==> src/rtl/control_unit_if.sv <==
// Control-unit bundle: instruction/condition/memory-ready inputs and all control strobes.
// The control unit drives this bundle through the master modport, the datapath through slave.
interface control_unit_if;
  logic [31:0] IR;
  logic        CON;
  logic        Mem_Ready;

  logic PCout, Zlowout, MDRout, Cout, BAout, Rout;
  logic PCin, IRin, MARin, MDRin, Yin, Zin, Rin, CONin;
  logic Gra, Grb, Grc;
  logic IncPC, ADD, AND, OR, Read, Write;
  logic Run, Illegal;

  modport master (
    input  IR, CON, Mem_Ready,
    output PCout, Zlowout, MDRout, Cout, BAout, Rout,
    output PCin, IRin, MARin, MDRin, Yin, Zin, Rin, CONin,
    output Gra, Grb, Grc, IncPC, ADD, AND, OR, Read, Write, Run, Illegal
  );

  modport slave (
    output IR, CON, Mem_Ready,
    input  PCout, Zlowout, MDRout, Cout, BAout, Rout,
    input  PCin, IRin, MARin, MDRin, Yin, Zin, Rin, CONin,
    input  Gra, Grb, Grc, IncPC, ADD, AND, OR, Read, Write, Run, Illegal
  );
endinterface

==> src/rtl/control_unit.sv <==
// Microsequencer for a bus CPU; opcode 6 (br) runs only when CU_BRANCH_EN is defined.
// Strobes decode combinationally from state+opcode; T1/T6(ld)/T7(st) stall until Mem_Ready.
module control_unit (
  input  logic           Clock,
  input  logic           Clear,
  control_unit_if.master cu
);

  typedef enum logic [3:0] {
    S_RESET = 4'd0,
    S_T0    = 4'd1,
    S_T1    = 4'd2,
    S_T2    = 4'd3,
    S_T3    = 4'd4,
    S_T4    = 4'd5,
    S_T5    = 4'd6,
    S_T6    = 4'd7,
    S_T7    = 4'd8,
    S_HALT  = 4'd9
  } state_t;

  state_t state, state_nxt;

  logic [4:0] opcode;
  logic       is_ld, is_ldi, is_st, is_addi, is_andi, is_ori, is_br, is_halt, is_alu;
  logic       unused_ir;

  assign opcode    = cu.IR[31:27];
  assign unused_ir = ^cu.IR[26:0];

  assign is_ld   = (opcode == 5'd0);
  assign is_ldi  = (opcode == 5'd1);
  assign is_st   = (opcode == 5'd2);
  assign is_addi = (opcode == 5'd3);
  assign is_andi = (opcode == 5'd4);
  assign is_ori  = (opcode == 5'd5);
  assign is_halt = (opcode == 5'd7);
  assign is_alu  = is_addi | is_andi | is_ori;

`ifdef CU_BRANCH_EN
  assign is_br = (opcode == 5'd6);
`else
  // Branch disabled: opcode 6 falls into the illegal path, so CONin can never assert.
  assign is_br = 1'b0;
`endif

  always_ff @(posedge Clock or negedge Clear) begin
    if (!Clear) state <= S_RESET;
    else        state <= state_nxt;
  end

  always_comb begin
    state_nxt = state;
    {cu.PCout, cu.Zlowout, cu.MDRout, cu.Cout, cu.BAout, cu.Rout} = '0;
    {cu.PCin, cu.IRin, cu.MARin, cu.MDRin, cu.Yin, cu.Zin, cu.Rin, cu.CONin} = '0;
    {cu.Gra, cu.Grb, cu.Grc} = '0;
    {cu.IncPC, cu.ADD, cu.AND, cu.OR, cu.Read, cu.Write} = '0;
    cu.Illegal = 1'b0;
    cu.Run     = (state != S_RESET) && (state != S_HALT);

    case (state)
      S_RESET: state_nxt = S_T0;
      S_T0: begin
        {cu.PCout, cu.MARin, cu.IncPC, cu.Zin} = '1;
        state_nxt = S_T1;
      end
      S_T1: begin
        {cu.Zlowout, cu.Read, cu.MDRin} = '1;
        if (cu.Mem_Ready) begin
          cu.PCin   = 1'b1;
          state_nxt = S_T2;
        end
      end
      S_T2: begin
        {cu.MDRout, cu.IRin} = '1;
        state_nxt = S_T3;
      end
      S_T3: begin
        state_nxt = S_T4;
        if (is_ld || is_ldi || is_st) begin
          {cu.Grb, cu.BAout, cu.Yin} = '1;
        end else if (is_alu) begin
          {cu.Grb, cu.Rout, cu.Yin} = '1;
        end else if (is_br) begin
          {cu.Gra, cu.Rout, cu.CONin} = '1;
        end else if (is_halt) begin
          state_nxt = S_HALT;
        end else begin
          cu.Illegal = 1'b1;
          state_nxt  = S_T0;
        end
      end
      S_T4: begin
        state_nxt = S_T5;
        if (is_br) begin
          {cu.PCout, cu.Yin} = '1;
        end else begin
          {cu.Cout, cu.Zin} = '1;
          cu.ADD = !(is_andi || is_ori);
          cu.AND = is_andi;
          cu.OR  = is_ori;
        end
      end
      S_T5: begin
        if (is_ld || is_st) begin
          {cu.Zlowout, cu.MARin} = '1;
          state_nxt = S_T6;
        end else if (is_br) begin
          {cu.Cout, cu.ADD, cu.Zin} = '1;
          state_nxt = S_T6;
        end else begin
          {cu.Zlowout, cu.Gra, cu.Rin} = '1;
          state_nxt = S_T0;
        end
      end
      S_T6: begin
        if (is_ld) begin
          {cu.Read, cu.MDRin} = '1;
          if (cu.Mem_Ready) state_nxt = S_T7;
        end else if (is_st) begin
          {cu.Gra, cu.Rout, cu.MDRin} = '1;
          state_nxt = S_T7;
        end else begin
          cu.Zlowout = 1'b1;
          cu.PCin    = cu.CON;
          state_nxt  = S_T0;
        end
      end
      S_T7: begin
        if (is_ld) begin
          {cu.MDRout, cu.Gra, cu.Rin} = '1;
          state_nxt = S_T0;
        end else begin
          cu.Write = 1'b1;
          if (cu.Mem_Ready) state_nxt = S_T0;
        end
      end
      S_HALT:  state_nxt = S_HALT;
      default: state_nxt = S_RESET;
    endcase
  end

endmodule

==> src/flat_wrapper.sv <==
// flat-port wrapper written by rule: the top's interface ports become plain ports
module control_unit_flat 
  (Clock, Clear, cu_IR, cu_CON, cu_Mem_Ready, cu_PCout, cu_Zlowout, cu_MDRout, cu_Cout, cu_BAout, cu_Rout, cu_PCin, cu_IRin, cu_MARin, cu_MDRin, cu_Yin, cu_Zin, cu_Rin, cu_CONin, cu_Gra, cu_Grb, cu_Grc, cu_IncPC, cu_ADD, cu_AND, cu_OR, cu_Read, cu_Write, cu_Run, cu_Illegal);
  control_unit_if cu_i ();
  input  logic Clock;
  input  logic Clear;
  input wire logic [$bits(cu_i.IR)-1:0] cu_IR;
  input wire logic [$bits(cu_i.CON)-1:0] cu_CON;
  input wire logic [$bits(cu_i.Mem_Ready)-1:0] cu_Mem_Ready;
  output wire logic [$bits(cu_i.PCout)-1:0] cu_PCout;
  output wire logic [$bits(cu_i.Zlowout)-1:0] cu_Zlowout;
  output wire logic [$bits(cu_i.MDRout)-1:0] cu_MDRout;
  output wire logic [$bits(cu_i.Cout)-1:0] cu_Cout;
  output wire logic [$bits(cu_i.BAout)-1:0] cu_BAout;
  output wire logic [$bits(cu_i.Rout)-1:0] cu_Rout;
  output wire logic [$bits(cu_i.PCin)-1:0] cu_PCin;
  output wire logic [$bits(cu_i.IRin)-1:0] cu_IRin;
  output wire logic [$bits(cu_i.MARin)-1:0] cu_MARin;
  output wire logic [$bits(cu_i.MDRin)-1:0] cu_MDRin;
  output wire logic [$bits(cu_i.Yin)-1:0] cu_Yin;
  output wire logic [$bits(cu_i.Zin)-1:0] cu_Zin;
  output wire logic [$bits(cu_i.Rin)-1:0] cu_Rin;
  output wire logic [$bits(cu_i.CONin)-1:0] cu_CONin;
  output wire logic [$bits(cu_i.Gra)-1:0] cu_Gra;
  output wire logic [$bits(cu_i.Grb)-1:0] cu_Grb;
  output wire logic [$bits(cu_i.Grc)-1:0] cu_Grc;
  output wire logic [$bits(cu_i.IncPC)-1:0] cu_IncPC;
  output wire logic [$bits(cu_i.ADD)-1:0] cu_ADD;
  output wire logic [$bits(cu_i.AND)-1:0] cu_AND;
  output wire logic [$bits(cu_i.OR)-1:0] cu_OR;
  output wire logic [$bits(cu_i.Read)-1:0] cu_Read;
  output wire logic [$bits(cu_i.Write)-1:0] cu_Write;
  output wire logic [$bits(cu_i.Run)-1:0] cu_Run;
  output wire logic [$bits(cu_i.Illegal)-1:0] cu_Illegal;
  assign cu_i.IR = cu_IR;
  assign cu_i.CON = cu_CON;
  assign cu_i.Mem_Ready = cu_Mem_Ready;
  assign cu_PCout = cu_i.PCout;
  assign cu_Zlowout = cu_i.Zlowout;
  assign cu_MDRout = cu_i.MDRout;
  assign cu_Cout = cu_i.Cout;
  assign cu_BAout = cu_i.BAout;
  assign cu_Rout = cu_i.Rout;
  assign cu_PCin = cu_i.PCin;
  assign cu_IRin = cu_i.IRin;
  assign cu_MARin = cu_i.MARin;
  assign cu_MDRin = cu_i.MDRin;
  assign cu_Yin = cu_i.Yin;
  assign cu_Zin = cu_i.Zin;
  assign cu_Rin = cu_i.Rin;
  assign cu_CONin = cu_i.CONin;
  assign cu_Gra = cu_i.Gra;
  assign cu_Grb = cu_i.Grb;
  assign cu_Grc = cu_i.Grc;
  assign cu_IncPC = cu_i.IncPC;
  assign cu_ADD = cu_i.ADD;
  assign cu_AND = cu_i.AND;
  assign cu_OR = cu_i.OR;
  assign cu_Read = cu_i.Read;
  assign cu_Write = cu_i.Write;
  assign cu_Run = cu_i.Run;
  assign cu_Illegal = cu_i.Illegal;
  control_unit u_core (.Clock(Clock), .Clear(Clear), .cu(cu_i));
endmodule
==> config.mk <==
export PLATFORM = sky130hd
export DESIGN_NAME = control_unit_flat
export DESIGN_NICKNAME = d
export VERILOG_FILES = /design/src/rtl/control_unit_if.sv /design/src/rtl/control_unit.sv /design/src/flat_wrapper.sv
export SDC_FILE = /design/constraint.sdc
export NUM_CORES = 1
export LEC_CHECK = 0
export BUFFER_PORTS_ARGS = -buffer_cell sky130_fd_sc_hd__buf_2
export CORE_MARGIN = 3
export CORE_UTILIZATION = 36
export DETAILED_ROUTE_END_ITERATION = 6
export PLACE_DENSITY_LB_ADDON = 0.2
export SLEW_MARGIN = 20
export SYNTH_ARGS = -nofsm -noshare
export SYNTH_HDL_FRONTEND = slang
export SYNTH_SLANG_ARGS = --single-unit
==> constraint.sdc <==
create_clock -name Clock -period 1.9 [get_ports Clock]
set_clock_uncertainty 0.15 [all_clocks]
set_input_delay 0 -clock Clock [delete_from_list [all_inputs] [get_ports Clock]]
set_output_delay 0 -clock Clock [all_outputs]
set_load 0.02 [all_outputs]
==> results of run 1 <==
path summary, 6_finish.rpt:
path | depth (start not counted) | end | slack, ps | start
worst min register to register | 2 | u_core.state[2] | 560 | u_core.state[3]
min in group asynchronous | 3 | u_core.state[1] | 500 | Clear
worst min-delay path | 4 | u_core.state[2] | 130 | cu_IR[31]
max in group asynchronous | 3 | u_core.state[0] | 940 | Clear
worst max-delay path | 5 | cu_Rout | 30 | u_core.state[3]
worst max register to register | 5 | u_core.state[0] | 290 | u_core.state[3]
logic make-up (layout without fill, tap and decap cells):
family | Yosys count | count (layout) | share of synthesized area, %
buffers and inverters | 19 | 51 | 16.73
flip-flops | 4 | 4 | 15.21
other | 1 | 2 | 0.5698
multiplexers | 2 | 2 | 3.802
AND/OR/NAND/NOR | 48 | 48 | 38.02
AO/OA/AOI/OAI | 25 | 25 | 25.67
stage by stage:
stage                     std cells  cell area [µm²]  total power, µW
after global routing            156            889.6             1371
after CTS                       155            868.3             1233
after global placement          149            812.0             1100
after detailed placement        149            812.0             1106
final                           156            889.6             1255
after floorplan                 100            661.9            851.5
area by class of cell:
class / instances / area, µm²
multi-input cells: 77 / 466.7
flip-flops and latches: 4 / 100.1
inverters: 6 / 22.52
well taps: 24 / 30.03
repair buffers: 42 / 247.7
fillers: 177 / 721.9
clock buffers: 3 / 22.52
critical path, stage by stage, from the launching register on:
cell,delay (ps)
dfrtp_1,370
or4b_4,560
mux2i_1,150
a31oi_1,90
nor3_1,140
buf_4,170
placed cells by master (no fill, tap or decap), types with 2 or more instances in the layout:
master         count
inv_1              5
a211oi_1           2
a21oi_1            4
nor2_1            17
nand2_1            7
o21ai_0            5
buf_4              9
buf_2             30
a31oi_1            3
conb_1             2
dlygate4sd3_1      3
nor3_1             5
nand2b_1           3
nor2b_1            2
nand3_1            6
clkbuf_4           3
dfrtp_1            4
power groups by stage:
stage	Sequential (µW)	Clock [µW]	Combinational (µW)
2_1_floorplan	147	0	704
3_3_place_gp	140	0	960
3_5_place_dp	141	0	965
4_1_cts	142	110	981
5_1_grt	147	124	1100
6_report	143	106	1010
per-layer routing:
layer  track usage [%]  routed length, µm
met5                 0                  0
met4             2.844                  7
met3             2.761                131
met2             21.95                822
met1             24.21                848
timing repair:
action / CTS / global route
gates cloned: 0 / 0
pin swaps: 0 / 0
hold buffers: 3 / 0
setup buffers: 0 / 1
gates resized for setup: 1 / 3
endpoints found under the setup margin: 1 / 4
endpoints found under the hold margin: 6 / 0
==> metrics.md, run 1 <==
| Metric | Value |
|---|---|
| Status | finished clean |
| Synth Flop Type | dfrtp_1 |
| Final #Nets | 170 |
| Cell Area, Synth | 658.1 µm² |
| WL/cell | 11.60 µm |
| Top-count cell post-synth | nor2_1 |
| Top Registers | u_core.state x4 |
| Final Cycle Share | 98.32% |
| Via count | 810 |
| # Max-Cap Violations | 0 |
| H-Tree Depth | 1 |
| Die Y | 48.76 µm |
| Max Clock Freq | 535.3 MHz |
| Cts bufs inserted | 3 |
| Clock sinks | 4 |
| CTS tree | done |
| Place WS | 226.9 ps |
| Syn Inst Count | 99 |
| Synth top area share | 15.21% |
| Drt drc | 0 |
| Leak Pwr | 0.0004639 µW |
| Synthesized area per cell | 6.648 µm² |
| HPWL Detailed | 1.342 mm |
| Total GRT Usage | 15.53% |
| Final hold vios | 0 |
| P_int | 575.9 µW |
| Iteration-0 DRC count of the detailed router | 26 |
| Final slew viol count | 0 |
| Clk Latency, worst-skew pair | 240 ps |
| Largest net degree at the start of global routing | 18 |
| Combinational fraction of design power | 80.2% |
| Die width | 48.76 µm |
| Critical Path RT | 1750 ps |
| Pwr per Cell Area | 1411 nW/µm² |
| Ports | 61 |
| Clk buf depth | 2 |
| Area growth syn-to-layout | 35.17% |
| # diodes | 0 |
| First-pass GRT wire length | 3.063 mm |
| Tmin final | 1868 ps |
| Crit Path Max Fanout | 3 |
| Clk pin slew, worst setup/hold paths | 40 ps |
| Largest vdd supply drop | 819.9 µV |
| Critical path type | reg -> out |
| DIE AREA | 2377 µm² |
| Congestion Overflow GR | 0 |
| Yosys reg bits | 4 |
| RSZ-0062 raised after global routing | true |
| Clk pwr share | 8.4% |
| Final hold slack | 127.4 ps |
| CP startpoint kind | flip-flop |
| Antenna violations before repair | 0 |
| Post-detailed-route count of antenna-violating nets | 0 |
| Top post-synthesis cells by area | dfrtp_1 (15%), nor2_1 (9.7%), buf_6 (5.1%) |
| Critical path capture point type | primary output |
| DR vias/cell | 5.192 |
| Core Box Area | 1612 µm² |
| Clock Tree Root | clkbuf_4 |
| Final WS setup | 32.01 ps |
| Fraction of layout cells with a size suffix above 1 | 37.88% |
| Placement Rows | 14 |
| Largest area contributor in the synthesized netlist | dfrtp_1 |
| Max reg flops | 4 |
| Setup violators final | 0 |
| Number of global-route vias before repair | 649 |
| Setup TNS | 0 ps |
| 1st-pass router iterations | 4 |
| HP Class | in -> reg |
| Final wirelength | 1.810 mm |
| Ys async rst share | 100.0% |
| Yosys cell types | 39 |
| Final Util | 55.20% |
| Starting Density | 40.84% |
| Commonest cells post-synth | nor2_1 (17), nand2_1 (7), nand3_1 (6) |
| Sequential power share | 11.4% |
| Switching portion of total power | 54.12% |
| GPL Wtd Cong | 0.7866 |
| Number of port buffers | 31 |
| Sequential share of the synthesized area | 15.21% |
| Largest Register | u_core.state |
| Switching Power | 679.4 µW |
| Post-synth EDFFs | 0 |
| CP arrival | 1720 ps |
| Yosys warnings | 0 |
No activity file was read; power rests on OpenSTA's default activity.
==> run 2: changes to the inputs <==
Settings changed: CORE_UTILIZATION 36 to 39.
Clock period 1.9 ns to 2.3 ns, I/O delays scaled along.
==> run 2 against run 1 <==
Compared with the run above:
- non-clock buffer count fell by 6
- first-iteration DRC count fell by 27%
- global-route usage rose by 2.5 points
==> metrics.md, run 2 (synthesis results as in run 1) <==
| Metric | Value |
|---|---|
| Status | finished clean |
| Critical path type | reg -> out |
| # Max-Cap Violations | 0 (unchanged) |
| Fillers | 161 (-9.0%) |
| Antenna violations before repair | 0 (unchanged) |
| Largest net degree at the start of global routing | 17 (-1) |
| Top Registers | u_core.state x4 |
| Die width | 47.08 µm (-3.4%) |
| H-Tree Depth | 1 (unchanged) |
| Commonest non-fill, non-tap cells in the layout | buf_2 (31), nor2_1 (17), nand2_1 (7), nand3_1 (6) |
| Commonest non-fill, non-tap cell in the layout | buf_2 |
| Final slew viol count | 0 (unchanged) |
| Max-slew headroom | 52.16% |
| Largest Register | u_core.state |
| Clk buf depth | 2 (unchanged) |
| Via count | 808 (-0.25%) |
| Crit Path Max Fanout | 16 (+13) |
| Delay-heaviest family, CP | simple AND/OR/NAND/NOR gates |
| Drt drc | 0 (unchanged) |
| Max Clock Freq | 471.5 MHz |
| Leak Pwr | 0.0004288 µW (-7.6%) |
| Reg-to-Reg Start | u_core.state[0] |
| DP Cell Count | 136 (-8.7%) |
| Core Box Area | 1541 µm² (-4.3%) |
| CTS tree | done |
| Setup TNS | 0 ps (unchanged) |
| Fraction of layout cells with a size suffix above 1 | 33.33% (-4.5 points) |
| CP startpoint kind | flip-flop |
| R2r endpoint | u_core.state[0] |
| HPWL Detailed | 1.325 mm (-1.3%) |
| Non-Filler Instances | 142 (-9.0%) |
| Total Power | 966.1 µW (-23%) |
| CP arrival | 1970 ps (+250 ps) |
| Pwr per Cell Area | 1182 nW/µm² (-16%) |
| Worst hold stages | 4 (unchanged) |
| Tmin final | 2121 ps |
| Area growth syn-to-layout | 24.14% |
| DIE AREA | 2217 µm² (-6.8%) |
| Starting Density | 42.69% (+1.9 points) |
| Min-Delay Startpoint | cu_IR[31] |
| Placement Rows | 14 (unchanged) |
| WL/cell | 12.73 µm (+9.7%) |
| Final hold vios | 0 (unchanged) |
| Total GRT Usage | 17.98% (+2.5 points) |
| Post-detailed-route count of antenna-violating nets | 0 (unchanged) |
| 1st-pass router iterations | 4 (unchanged) |
| Final Cycle Share | 92.21% |
| Die Y | 47.08 µm (-3.4%) |
| Worst-Margin Slew | 711.7 ps |
| Worst Hold End | u_core.state[2] |
| Ports | 61 (unchanged) |
| Setup violators final | 0 (unchanged) |
| Final #Nets | 164 (-3.5%) |
| First-pass GRT wire length | 2.780 mm (-9.2%) |
| Congestion Overflow GR | 0 (unchanged) |
| Reg2reg setup slack | 590 ps (+300 ps) |
| Critical-path cell list | or4b_1, mux2i_1, a31oi_1, nor3_1, buf_2 |
| Clk Latency, worst-skew pair | 250 ps (about the same) |
| Number of global-route vias before repair | 614 (-5.4%) |
| Clock sinks | 4 (unchanged) |
| Max reg flops | 4 (unchanged) |
| Critical Path RT | 2150 ps (+400 ps) |
| # diodes | 0 (unchanged) |
| Largest vdd supply drop | 612.6 µV (-25%) |
| WP buf/inv | 1 (unchanged) |
| Iteration-0 DRC count of the detailed router | 19 (-27%) |
| HP Class | in -> reg |
| Slowest CP cell | or4b_1 |
| Clock Tree Root | clkbuf_4 |
| RSZ-0062 raised after global routing | false |
| Final Util | 53.00% (-2.2 points) |
| DR vias/cell | 5.690 (+9.6%) |
| Final wirelength | 1.808 mm (-0.11%) |
| Clk pin slew, worst setup/hold paths | 50 ps (about the same) |
| Crit path largest cell delay | 620 ps (+60 ps) |
| Critical path capture point type | primary output |
| GPL Wtd Cong | 0.8195 (+4.2%) |
| Number of port buffers | 31 (unchanged) |
| Cts bufs inserted | 3 (unchanged) |
| Cell count of the worst reg-to-reg path | 4 (-1) |
## run 2: cell count changes in the layout (fill, tap and decap cells not counted), sizes merged
cell and delta:
buf -6
## run 2: report_power, final
part / switching, µW / internal, µW
sequential: 77.1 / 99.3
combinational: 435 / 258
clock: 38.3 / 59.0
## run 2: metrics by stage
stage / worst slack (ps) / instance area (µm²) / hold slack, ps
after detailed placement: 455.5 / 764.5 / -333.7
after CTS: 189.3 / 817.0 / 117.3
after global routing: 63.87 / 817.0 / 155.5
after floorplan: 407.0 / 661.9 / -445.6
after global placement: 462.5 / 764.5 / -345.8
final: 179.1 / 817.0 / 124.0
## run 2: worst max-delay path by stage
stage | from | to | depth (start not counted)
2_1_floorplan | u_core.state[3] | cu_Rout | 5
3_3_place_gp | u_core.state[0] | cu_Rout | 5
3_5_place_dp | u_core.state[0] | cu_Rout | 5
4_1_cts | u_core.state[0] | cu_Rout | 5
5_1_grt | u_core.state[0] | cu_Rout | 5
6_report | u_core.state[0] | cu_Rout | 5
## run 2: cell type report
| cell class | instances | area (µm²) | share of cell area, % |
|---|---|---|---|
| Tap cell | 16 | 20.02 | 2.450 |
| Timing Repair Buffer | 36 | 200.2 | 24.50 |
| Multi-Input combinational cell | 77 | 451.7 | 55.28 |
| Clock buffer | 3 | 22.52 | 2.757 |
| Sequential cell | 4 | 100.1 | 12.25 |
| Inverter | 6 | 22.52 | 2.757 |
## run 2: worst reg2reg max path: stages (launching register included)
cell and delay [ps]:
dfrtp_1 540, nor2_1 280, o2111ai_1 200, a2bb2oi_1 170
mux2_4 260
## run 2: timing repair
| action | CTS | global route |
|---|---|---|
| buffers inserted | 0 | 0 |
| hold buffers | 3 | 0 |
| endpoints found under the hold margin | 7 | 0 |
| resized for setup | 0 | 0 |
## run 2: layer usage
| layer | up-vias | wire length, µm | track usage, % |
|---|---|---|---|
| met4 | 0 | 11 | 11.60 |
| met2 | 49 | 830 | 26.02 |
| met3 | 2 | 170 | 2.299 |
| met5 | - | 0 | 0 |
| met1 | 353 | 796 | 24.83 |
| li1 | 404 | - | - |
==> run 3: changes to the inputs <==
Settings changed: CORE_UTILIZATION 39 to 36.
Clock period 2.3 ns to 2.2 ns, I/O delays scaled along.
==> run 3 against run 2 <==
Compared with the run above:
- power is 5.8% higher
- design area up 3.7%
- wire length is 2.0% higher
- clock power decreased by 5.9%
- sequential power down 7%
- critical endpoint unchanged
- largest cell class unchanged
- largest power group unchanged
==> metrics.md, run 3 (synthesis results as in run 1) <==
| Metric | Value |
|---|---|
| Status | finished clean |
| Leak Pwr | 0.0004395 µW (+2.5%) |
| Register area | 101.3 µm² (+1.2%) |
| Switching portion of total power | 55.46% (-1.5 points) |
| Clock sinks | 4 (unchanged) |
| HPWL Detailed | 1.361 mm (+2.8%) |
| Pwr per Cell Area | 1207 nW/µm² (+2.1%) |
| Final slew viol count | 0 (unchanged) |
| CP startpoint kind | flip-flop |
| Iteration-0 DRC count of the detailed router | 14 (-5) |
| Largest vdd supply drop | 781.9 µV (+28%) |
| Die width | 48.76 µm (+3.6%) |
| CP arrival | 1820 ps (-150 ps) |
| 1st-pass router iterations | 4 (unchanged) |
| Area growth syn-to-layout | 28.71% |
| Critical-path cell list | or4b_4, mux2i_1, a31oi_1, nor3_1, buf_2 |
| Sequential power share | 16.0% (-2.3 points) |
| Antenna violations before repair | 0 (unchanged) |
| DIE AREA | 2377 µm² (+7.2%) |
| Final hold vios | 0 (unchanged) |
| Max Clock Freq | 508.6 MHz |
| Commonest non-fill, non-tap cell in the layout | buf_2 |
| Combinational fraction of design power | 75.1% (+3.4 points) |
| Post-detailed-route count of antenna-violating nets | 0 (unchanged) |
| Drt drc | 0 (unchanged) |
| Final Cycle Share | 89.38% |
| Critical path capture point type | primary output |
| Crit Path Max Fanout | 9 (-7) |
| Final hold slack | 101.8 ps (-22.13 ps) |
| Fraction of layout cells with a size suffix above 1 | 35.94% (+2.6 points) |
| Clk pin slew, worst setup/hold paths | 40 ps (about the same) |
| Top Registers | u_core.state x4 |
| CTS tree | done |
| Slowest CP cell | or4b_4 |
| Number of global-route vias before repair | 685 (+12%) |
| Max-slew headroom | 55.31% (+3.2 points) |
| Setup violators final | 0 (unchanged) |
| Tmin final | 1966 ps |
| Via count | 813 (+0.62%) |
| Setup Buffers After CTS | 0 (unchanged) |
| HP Class | in -> reg |
| Placement Rows | 14 (unchanged) |
| Critical path type | reg -> out |
| Largest net degree at the start of global routing | 18 (+1) |
| # diodes | 0 (unchanged) |
| Worst-Margin Slew | 664.8 ps (-46.90 ps) |
| Multi-input logic area | 455.4 µm² (+0.83%) |
| Total GRT Usage | 16.08% (-1.9 points) |
| Core Box Area | 1612 µm² (+4.5%) |
| Final #Nets | 166 (+1.2%) |
| Number of port buffers | 31 (unchanged) |
| Max reg flops | 4 (unchanged) |
| P_int | 455.5 µW (+9.5%) |
| Setup TNS | 0 ps (unchanged) |
| Die Y | 48.76 µm (+3.6%) |
| Clk Latency, worst-skew pair | 240 ps (about the same) |
| Commonest non-fill, non-tap cells in the layout | buf_2 (31), nor2_1 (17), nand2_1 (7), nand3_1 (6) |
| Total Power | 1023 µW (+5.8%) |
| Critical Path RT | 2050 ps (-100 ps) |
| # Max-Cap Violations | 0 (unchanged) |
| First-pass GRT wire length | 3.070 mm (+10%) |
| H-Tree Depth | 1 (unchanged) |
| GPL Wtd Cong | 0.8003 (-2.3%) |
| Crit path largest cell delay | 580 ps (-40 ps) |
| Cts bufs inserted | 3 (unchanged) |
| Largest Register | u_core.state |
| Clock Tree Root | clkbuf_4 |
| WL/cell | 12.14 µm (-4.7%) |
| Final wirelength | 1.845 mm (+2.0%) |
| Switching Power | 567.1 µW (+3.1%) |
| Starting Density | 40.84% (-1.9 points) |
| DR vias/cell | 5.349 (-6.0%) |
| Clk buf depth | 2 (unchanged) |
| Final Util | 52.56% (-0.44 points) |
| Ports | 61 (unchanged) |
| Fillers | 163 (+1.2%) |
| Congestion Overflow GR | 0 (unchanged) |
| Clk pwr share | 9.0% (-1.1 points) |
| RSZ-0062 raised after global routing | false |
## run 3: changes by cell type in the layout (fill, tap and decap cells not counted)
| cell | change |
|---|---|
| buf_4 | +2 |
| or4b_4 | +1 |
| dfrtp_2 | +1 |
| or4b_1 | -1 |
| dfrtp_1 | -1 |
## run 3: final timing paths
kind                       depth (start not counted)         endpoint            start  slack [ps]
min in group asynchronous                          3  u_core.state[3]            Clear         500
setup / recovery                                   5          cu_Rout  u_core.state[0]         230
hold / removal                                     4  u_core.state[2]        cu_IR[31]         100
hold reg to reg                                    2  u_core.state[2]  u_core.state[3]         560
max in group asynchronous                          3  u_core.state[1]            Clear        1210
setup reg to reg                                   5  u_core.state[3]  u_core.state[0]         580
## run 3: what timing repair did
| item | CTS | global route |
|---|---|---|
| endpoints found under the hold margin | 6 | 0 |
| endpoints found under the setup margin | 0 | 1 |
| resized for setup | 0 | 2 |
| hold buffers | 3 | 0 |
## run 3: layout make-up
cell class / count / area share [%]
clock buffer: 3 / 2.659
inverter: 6 / 2.659
multi-input combinational: 77 / 53.77
sequential: 4 / 11.96
tap: 24 / 3.545
timing repair buffer: 38 / 25.41
## run 3: power by group through the flow
stage | clock, µW | sequential, µW | combinational [µW]
2_1_floorplan | 0 | 127 | 608
3_3_place_gp | 0 | 159 | 750
3_5_place_dp | 0 | 158 | 756
4_1_cts | 97.3 | 157 | 762
5_1_grt | 107 | 171 | 843
6_report | 91.6 | 163 | 768
## run 3: through the flow
| step | instances | worst slack [ps] | area (µm²) |
|---|---|---|---|
| 2_1_floorplan | 100 | 307.0 | 661.9 |
| 3_3_place_gp | 146 | 427.7 | 789.5 |
| 3_5_place_dp | 146 | 406.8 | 789.5 |
| 4_1_cts | 152 | 148.3 | 842.1 |
| 5_1_grt | 152 | 45.15 | 847.1 |
| 6_report | 152 | 233.7 | 847.1 |
## run 3: critical path, delay by kind of cell (launching register included)
| family | cells | cell delay (ps) |
|---|---|---|
| simple gates | 2 | 700 |
| flops | 1 | 460 |
| buf+inv | 1 | 180 |
| mux | 1 | 150 |
| compound gates | 1 | 90 |
## run 3: metal layers
layer,GRT usage [%],vias up,wire length [µm],share of wire (%)
met3,4.908,0,155,8.4
met5,0,-,0,0
li1,-,403,-,-
met4,5.687,0,0,0
met2,23.76,33,866,47
met1,21.85,377,823,45
